===== config.mk =====
export PLATFORM = sky130hd
export DESIGN_NAME = dcache_controller
export DESIGN_NICKNAME = d
export VERILOG_FILES = /design/src/rtl/dcache_controller.sv
export SDC_FILE = /design/constraint.sdc
export NUM_CORES = 1
export LEC_CHECK = 0
export ABC_AREA = 1
export CAP_MARGIN = 20
export CORE_AREA = 5 5 471 473
export DETAILED_ROUTE_END_ITERATION = 8
export DIE_AREA = 0 0 476 478
export GPL_TIMING_DRIVEN = 0
export PLACE_DENSITY = 0.3
export SYNTH_ARGS = -nofsm -noshare
export SYNTH_HDL_FRONTEND = slang
export SYNTH_SLANG_ARGS = --single-unit

===== constraint.sdc =====
create_clock -name clk_i -period 10.35 [get_ports clk_i]
set_input_delay 2.07 -clock clk_i [delete_from_list [all_inputs] [get_ports clk_i]]
set_output_delay 2.07 -clock clk_i [all_outputs]
set_load 0.03 [all_outputs]

===== src/rtl/dcache_controller.sv =====
// Direct-mapped-style data cache controller: hit path is combinational off the
// cache SRAM, misses run write-back / refill against a line-wide memory port.
module dcache_controller (
    input  logic         clk_i,
    input  logic         rst_i,
    input  logic         cpu_req_i,
    input  logic         cpu_wen_i,
    input  logic [31:0]  cpu_addr_i,
    input  logic [31:0]  cpu_data_i,
    output logic [31:0]  cpu_data_o,
    output logic         cpu_stall_o,
    output logic [3:0]   sram_addr_o,
    output logic [24:0]  sram_tag_o,
    output logic [255:0] sram_data_o,
    output logic         sram_enable_o,
    output logic         sram_write_o,
    input  logic [24:0]  sram_tag_i,
    input  logic [255:0] sram_data_i,
    input  logic         sram_hit_i,
    output logic         mem_enable_o,
    output logic         mem_write_o,
    output logic [31:0]  mem_addr_o,
    output logic [255:0] mem_data_o,
    input  logic [255:0] mem_data_i,
    input  logic         mem_ack_i
);

    typedef enum logic [2:0] {
        IDLE,
        MISS,
        WRITEBACK,
        REFILL,
        REFILL_DONE
    } state_t;

    typedef struct packed {
        logic         en;
        logic         wr;
        logic [31:0]  addr;
        logic [255:0] data;
    } mem_req_t;

    state_t   state_q, state_d;
    mem_req_t mem_q, mem_d;

    logic [22:0]  cpu_tag;
    logic [3:0]   cpu_index;
    logic [2:0]   cpu_word;
    logic [31:0]  cpu_line_addr;
    logic [31:0]  victim_line_addr;
    logic [255:0] merged_line;
    logic [1:0]   tag_flags;
    logic         sram_we;

    assign cpu_tag          = cpu_addr_i[31:9];
    assign cpu_index        = cpu_addr_i[8:5];
    assign cpu_word         = cpu_addr_i[4:2];
    assign cpu_line_addr    = {cpu_tag, cpu_index, 5'b0};
    assign victim_line_addr = {sram_tag_i[22:0], cpu_index, 5'b0};

    assign cpu_data_o    = sram_data_i[{cpu_word, 5'b0} +: 32];
    assign sram_addr_o   = cpu_index;
    assign sram_tag_o    = {tag_flags, cpu_tag};
    assign sram_enable_o = sram_we;
    assign sram_write_o  = sram_we;

    assign mem_enable_o = mem_q.en;
    assign mem_write_o  = mem_q.wr;
    assign mem_addr_o   = mem_q.addr;
    assign mem_data_o   = mem_q.data;

    always_comb begin
        merged_line = sram_data_i;
        merged_line[{cpu_word, 5'b0} +: 32] = cpu_data_i;
    end

    always_ff @(posedge clk_i) begin
        if (rst_i) begin
            state_q <= IDLE;
            mem_q   <= '0;
        end else begin
            state_q <= state_d;
            mem_q   <= mem_d;
        end
    end

    always_comb begin
        state_d     = state_q;
        mem_d       = mem_q;
        cpu_stall_o = 1'b0;
        sram_we     = 1'b0;
        tag_flags   = 2'b00;
        sram_data_o = sram_data_i;

        case (state_q)
            IDLE: begin
                if (cpu_req_i) begin
                    if (sram_hit_i) begin
                        if (cpu_wen_i) begin
                            sram_we     = 1'b1;
                            tag_flags   = 2'b11;
                            sram_data_o = merged_line;
                        end
                    end else begin
                        cpu_stall_o = 1'b1;
                        state_d     = MISS;
                    end
                end
            end
            MISS: begin
                cpu_stall_o = 1'b1;
                // Valid and dirty victim must go out before its slot is reused
                if (sram_tag_i[24] && sram_tag_i[23]) begin
                    mem_d   = '{en: 1'b1, wr: 1'b1, addr: victim_line_addr, data: sram_data_i};
                    state_d = WRITEBACK;
                end else begin
                    mem_d.en   = 1'b1;
                    mem_d.wr   = 1'b0;
                    mem_d.addr = cpu_line_addr;
                    state_d    = REFILL;
                end
            end
            WRITEBACK: begin
                cpu_stall_o = 1'b1;
                if (mem_ack_i) begin
                    mem_d.wr   = 1'b0;
                    mem_d.addr = cpu_line_addr;
                    state_d    = REFILL;
                end
            end
            REFILL: begin
                cpu_stall_o = 1'b1;
                if (mem_ack_i) begin
                    sram_we     = 1'b1;
                    tag_flags   = 2'b10;
                    sram_data_o = mem_data_i;
                    mem_d.en    = 1'b0;
                    state_d     = REFILL_DONE;
                end
            end
            REFILL_DONE: begin
                cpu_stall_o = 1'b1;
                state_d     = IDLE;
            end
            default: state_d = IDLE;
        endcase

        // Reset overrides everything visible to the CPU and the SRAM
        if (rst_i) begin
            cpu_stall_o = 1'b0;
            sram_we     = 1'b0;
        end
    end

endmodule


After elaboration in Yosys (flattened, before gate mapping):

Index checks and enable logic that the tools add are counted.

* input bits: 607
* logic and storage cells: 58
* register bits after elaboration: 293

* multiplexer cells: 32
* reduce and logical (&&, ||, !) cells: 9
* $add $sub $neg: 1
* equal/unequal tests: 8
* shifts and indexed selects: 3

Operators with widths (count)
* 256-bit 2-to-1 mux: 4
* 256-bit one-hot mux with 2 select lines: 1
* 256-bit bitwise mux: 1
* 32-bit by 10-bit variable shift with 256-bit output, first input constant: 1
* 256-bit by 9-bit variable part select with 32-bit output: 1
* 32-bit by 10-bit variable part select with 256-bit output: 1
* 33-bit 2-to-1 mux: 2
* 33-bit one-hot mux with 2 select lines: 1
* 3-bit 2-to-1 mux: 4
* 3-bit one-hot mux with 4 select lines: 1
* 1-bit 2-to-1 mux: 10
* 8-bit negator with 10-bit output: 1
* 2-bit 2-to-1 mux: 4
* 2-bit != test, second input constant: 4
* 3-bit by 2-bit equality test with 1-bit output, second input constant: 2
* 1-bit one-hot mux with 2 select lines: 3
* 2-bit AND reduction: 3
* 2-bit one-hot mux with 2 select lines: 1
* 4-bit AND reduction: 1
* 2-bit nonzero test: 2
* 4-bit OR reduction: 1
* 3-bit by 1-bit equality test with 1-bit output, second input constant: 1
* 3-bit equality test, second input constant: 1
* 3-bit logical NOT: 1
* 1-bit logical AND: 1

Logic depth before layout (Yosys ltp):

Gate-level depths: netlist of the first run.

* word-level depth: 7
* gate-level depth with buffers: 17

Least setup slack after synthesis of the first run:

OpenSTA, ideal clock, no wires.

* kind: input port to output port
* from: in cpu_addr_i[2]
* to: out sram_data_o[208]
* data required time: 8280 ps
* stages: 17
* arrival time: 4478 ps
* path slack: 3802 ps
* cell sequence: buf_2 -> inv_2 -> buf_6 -> buf_2 -> clkbuf_1 -> ha_1 -> ha_1 -> inv_1 -> nand2_1 -> nor2_1 -> buf_4 -> nand3_2 -> nand2_2 -> nand2_2 -> buf_4 -> nand2_1 -> nand3_1

* cells in the longest elaborated chain, start to end: 7

RTL lines
* from (decl): RTL line 8 `input logic [31:0] cpu_addr_i,`
* 8-bit negator with 10-bit output (*): RTL line 74 `merged_line[{cpu_word, 5'b0} +: 32] = cpu_data_i;`
* 32-bit by 10-bit variable part select with 256-bit output / 32-bit by 10-bit variable shift with 256-bit output (equally long branches): RTL line 74
* 256-bit bitwise mux (*): RTL line 74
* 256-bit 2-to-1 mux (*): RTL line 99 `if (cpu_wen_i) begin`
* 256-bit 2-to-1 mux (*): RTL line 98 `if (sram_hit_i) begin`
* 256-bit 2-to-1 mux (*): RTL line 97 `if (cpu_req_i) begin`
* 256-bit one-hot mux with 2 select lines (*): RTL line 95 `case (state_q)`
* to (decl): RTL line 14 `output logic [255:0] sram_data_o,`

Mark *: on every way between the ends. The rest lies on a longest branch, timed or not.

Worst setup path in the final report of the first run:

* from: in cpu_addr_i[2]
* to: out sram_data_o[176]

Same word-level chain as after synthesis.

==> results of run 1 <==
[kinds of logic (layout without fill, tap and decap cells)]
group | Yosys count | after routing | synth area share, %
AOI/OAI and AO/OA | 716 | 716 | 20.0
DFF | 288 | 288 | 29.7
adders and majority gates | 6 | 6 | 0.387
and+or+nand+nor | 1911 | 1911 | 39.7
other | 1 | 73 | 0.0193
buffers and inverters | 428 | 1738 | 10.1
[path summary, 6_finish.rpt]
| kind | start | endpoint | slack (ns) | cells after the start |
|---|---|---|---|---|
| min | mem_enable_o | mem_enable_o | 0.47 | 2 |
| max reg2reg | state_q[1] | mem_data_o[251] | 7.65 | 8 |
| min reg2reg | mem_enable_o | mem_enable_o | 0.47 | 2 |
| max | cpu_addr_i[2] | sram_data_o[176] | 0.72 | 14 |
[state kept, by name, indices dropped and copies added (netlist names)]
register	cells
mem_addr_o	27
mem_write_o	1
mem_data_o	256
mem_enable_o	1
state_q	3
[routing by layer]
metal / up-vias / part of all wire, % / GRT usage, %
met5: - / 0.19 / 0
met4: 92 / 4.1 / 10.5
met3: 468 / 9.4 / 9.52
met2: 1907 / 45 / 43.9
met1: 15400 / 41 / 33.3
li1: 13500 / - / -
[layout make-up]
class / instances / share of cell area (%)
multi-input cells: 2638 / 31.5
plain buffers: 274 / 3.74
diodes: 68 / 0.458
flip-flops and latches: 288 / 15.5
well taps: 2854 / 9.62
clock buffers: 66 / 3.63
repair buffers: 1225 / 33.2
clock inverters: 19 / 0.755
inverters: 154 / 1.56
[cell usage in the layout, fill, tap and decap left out, drive strengths merged, types with 5 or more instances in the layout]
master         synthesis  routed
clkdlybuf4s50          0    1208
nand2                921     921
nor2                 713     713
o21ai                462     462
dfxtp                288     288
nand3                219     219
buf                  169     185
clkbuf               105     172
inv                  151     154
a21oi                111     111
a22oi                 71      71
diode                  0      68
o22ai                 37      37
nand4                 29      29
o21a                  26      26
or2                   13      13
clkinv                 3      11
nor3                  10      10
a31oi                  8       8
ha                     6       6
bufinv                 0       6
nand3b                 5       5
conb                   1       5
[stage by stage]
step           setup WS [ns]  hold slack (ns)  power (uW)
6_report               0.720            0.470        9100
5_1_grt                0.630            0.494        9420
4_1_cts                0.726            0.470        9180
3_5_place_dp           0.746            0.458        7340
3_3_place_gp           0.768            0.452        7310
2_1_floorplan           3.80            0.567        3810
[critical path: stages]
cell and delay, ns:
clkdlybuf4s50_1 0.46, buf_2 0.20, inv_2 0.08, buf_6 0.16
buf_2 0.33, clkbuf_1 0.62, ha_1 0.24, buf_2 0.27
nand2_1 0.25, clkinv_1 0.33, clkbuf_1 0.84, nand3_1 0.61
nand3_1 0.26, clkdlybuf4s50_1 0.77
[power breakdown]
part | internal (uW) | total [uW] | switching, uW
logic | 1700 | 5970 | 4280
clock network | 1050 | 1780 | 722
registers | 1260 | 1350 | 85.0
==> flow_summary.toml, run 1 <==
[worst_setup_path]
path_max_fanout = 11
startpoint_type = "input port"
setup.worst_path.class = "in2out"
worstPathArrival_ns = 7.56
cp-end-kind = "output port"
required_ns = 8.28

[grt]
grt_max_degree = 13
grt-ovfl-total = 0
gr-usage-all-layers_pct = 27.3
antenna_found_initial = 232
grt_pass1_wl_mm = 392
grt_pass1_vias = 31000

[synthesis]
netlist_instances = 3350
ys.flop_type = "dfxtp_1"
synth_common_cells = "905 x nand2_1, 705 x nor2_1, 458 x o21ai_0, 288 x dfxtp_1, 215 x nand3_1"
synth_area_leader_cell = "dfxtp_1"
synth_area_mm2 = 0.0194
avgSynthCellArea_um2 = 5.79
yosysMostFrequentCell = "nand2_1"
synth-edff-count = 0
synthArstFlopShare_pct = 0
synth_area_leaders = "dfxtp_1 30%, nand2_1 18%, nor2_1 14%"
yosysWarnings = 0
synth_top_area_share_pct = 29.7
ys_seq_elements = 288
synth_cell_type_count = 36
ys_seq_area_share_pct = 29.7

[clock_network]
hold_buffers = 0
cts-htree-levels = 2
cts-root-buf = "clkbuf_16"
clk_latency_ns = 0.68
cts_buffer_depth = 3
post_cts_resized = 0
cts_num_sinks = 288
cts_made_buffers = 46
post_cts_buffers = 0
cts.reportedPaths.clkPinSlew_ns = 0.06
cts_tree = "built"

[cells_and_area]
final_cell_area_mm2 = 0.0371
stdcell_count = 7586
seqCellArea_mm2 = 0.00577
nNetsFinal = 5240
final_util_pct = 17.1
drive_gt1_share_pct = 6.54
syn2layout_area_growth_pct = 91.3
fillerInstances = 25100
multi_input_area_mm2 = 0.0117

[worst_hold_path]
hold_path.class = "reg2reg"

[floorplan]
rows = 171
io_pins = 1217
die_w_um = 476
start_util_pct = 8.96
core_mm2 = 0.217
fp.dieH_um = 478
die_area_mm2 = 0.228

[detailed_routing]
wire_per_inst_um = 42.8
drtPass1Iterations = 5
dr.first_iter.drc_count = 2730
vias_per_cell = 4.14
routed_wl_mm = 325
vias = 31400
drc = 0
drtAntennaViolNets = 0

[sta]
finClkSkew_ns = 0.0236
finalMaxSlewViolations = 0
final-setup-viol-count = 0
rsz0062_at_grt = "no"
tightest_slew_ns = 1.17
fmax_mhz = 104
tns_ns = 0
finalHoldViolCount = 0
max_slew_margin_pct = 22.0
post-route-period-util_pct = 93.0
min_period_ns = 9.63

[place]
place_hpwl_mm = 286
io_buffer_count = 1208
placed_area_mm2 = 0.0353
dp.cells = 7430
place_congestion = 0.917

[pwr]
vdd_drop_max_mv = 0.115
power_density_mw_per_mm2 = 245
p_leak_uw = 0.0148

[job]
cap_violations = 0

[status]
outcome = "complete, no violations"
Power figures use the tool's default switching activity.
==> inputs of run 2 (changes only) <==
CAP_MARGIN = 25   (was 20)
clock period = 9.03 ns   (was 10.35 ns; I/O delays follow)
==> run 2 against run 1 <==
Largest power group unchanged. Via count down 0.53%. Critical path type unchanged. Clock-buffer cell count down 2. Flip-flop and latch count did not move. Routed wire length is 0.11% lower. Die area unchanged.
==> flow_summary.toml, run 2 (synthesis results as in run 1) <==
[grt]
antenna_found_initial = 227
gr-usage-all-layers_pct = 27.3
grt-ovfl-total = 0
grt_max_degree = 13
grt_pass1_vias = 31000
grt_pass1_wl_mm = 392

[place]
place_hpwl_mm = 286
place_congestion = 0.917
pre_cts_ws_ns = 0.0783
io_buffer_count = 1208

[worst_setup_path]
cpPeakStageDelay_ns = 0.76
setup.worst_path.class = "in2out"
cp_num_buf_inv = 8
regToRegStartpoint = "state_q[1]"
slowest_stage = "clkdlybuf4s50_1"
worstSetupStartpoint = "cpu_addr_i[3]"
path_max_fanout = 11
ff2ff_path_depth = 8
rrSetupSlack_ns = 6.30
startpoint_type = "input port"
crit_chain = "clkdlybuf4s50_1 > buf_2 > inv_1 > clkbuf_1 > ha_1 > ha_1 > inv_1 > nand2_1 > nor2_1 > buf_4 > nand3_2 > nor2_4 > buf_4 > nand3_1 > nand3_1 > clkdlybuf4s50_1"
worstPathArrival_ns = 6.92
required_ns = 7.22
cp.depth = 16
r2r_end = "mem_data_o[251]"
endpoint = "sram_data_o[167]"
path_delay_family = "buffers and inverters"
cp-end-kind = "output port"

[sta]
finalHoldViolCount = 0
min_period_ns = 8.73
tightest_slew_ns = 1.14
post-route-period-util_pct = 96.6
final-setup-viol-count = 0
max_slew_margin_pct = 24.1
fin_ws_ns = 0.303
tns_ns = 0
fmax_mhz = 115
finalMaxSlewViolations = 0
timing.hold.ws_ns = 0.470
finClkSkew_ns = 0.0251
rsz0062_at_grt = "no"

[cells_and_area]
final_common_cell = "clkdlybuf4s50_1"
final_util_pct = 17.1
fillerInstances = 25200
largest_reg_flops = 256
nNetsFinal = 5242
drive_gt1_share_pct = 6.39
layout_common_cells = "1208 x clkdlybuf4s50_1, 905 x nand2_1, 698 x nor2_1"
syn2layout_area_growth_pct = 91.0

[detailed_routing]
drtPass1Iterations = 6
drtAntennaViolNets = 0
vias_per_cell = 4.11
vias = 31200
dr.first_iter.drc_count = 2881
wire_per_inst_um = 42.7
drc = 0
routed_wl_mm = 324

[clock_network]
cts_num_sinks = 288
clk_latency_ns = 0.67
cts_buffer_depth = 3
cts_tree = "built"
cts-root-buf = "clkbuf_16"
cts_made_buffers = 45
cts-htree-levels = 2
cts.reportedPaths.clkPinSlew_ns = 0.06

[floorplan]
die_area_mm2 = 0.228
start_util_pct = 8.96
die_w_um = 476
rows = 171
fp.dieH_um = 478
io_pins = 1217
core_mm2 = 0.217

[pwr]
power_density_mw_per_mm2 = 278
vdd_drop_max_mv = 0.138
p_leak_uw = 0.0147

[job]
cap_violations = 0

[status]
outcome = "complete, no violations"

[worst_hold_path]
hold_path.class = "reg2reg"
## run 2: worst min-delay path by stage
stage	endpoint	depth (start not counted)	slack, ns	startpoint
floorplan	mem_enable_o	2	0.57	state_q[0]
global placement	mem_data_o[207]	2	0.45	mem_data_o[207]
detailed placement	mem_data_o[207]	2	0.46	mem_data_o[207]
CTS	mem_enable_o	2	0.47	mem_enable_o
global route	mem_enable_o	2	0.49	mem_enable_o
finish	mem_write_o	2	0.47	mem_write_o
## run 2: stage by stage
step | cell area [um2] | instances | power, uW
detailed placement | 35400 | 7436 | 8450
global placement | 35100 | 7416 | 8380
finish | 37100 | 7591 | 10300
global route | 37000 | 7549 | 10700
floorplan | 19400 | 3354 | 4370
CTS | 36900 | 7515 | 10400
## run 2: area by class of cell
cell class	instances	area, um2	area share, %
Timing Repair Buffer	1229	12400	33.4
Multi-Input combinational cell	2638	11700	31.6
Sequential cell	288	5770	15.6
Tap cell	2854	3570	9.64
Buffer	273	1390	3.74
Clock buffer	64	1260	3.39
Inverter	154	581	1.57
Clock inverter	15	233	0.628
Antenna cell	76	190	0.513
## run 2: worst min-delay path, cell delays in order, from the launching register on
cell and delay (ns):
dfxtp_1 0.31, nand2_1 0.06, a21oi_1 0.05
## run 2: timing repair
item / 4_1_cts / 5_1_grt
endpoints found under the setup margin: 0 / 3
resized for setup: 0 / 0
hold buffers: 0 / 0
setup buffers: 0 / 0
## run 2: layer usage
metal / global-route usage (%) / routed length [um]
met4: 10.3 / 14000
met1: 33.5 / 134000
met5: 0 / 557
met3: 9.18 / 29800
met2: 44.0 / 146000
## run 2: power breakdown
part | internal (uW) | total (uW) | switching (uW)
clock | 1110 | 1910 | 799
sequential | 1450 | 1550 | 98.7
combinational | 1960 | 6860 | 4900
total | 4520 | 10300 | 5800
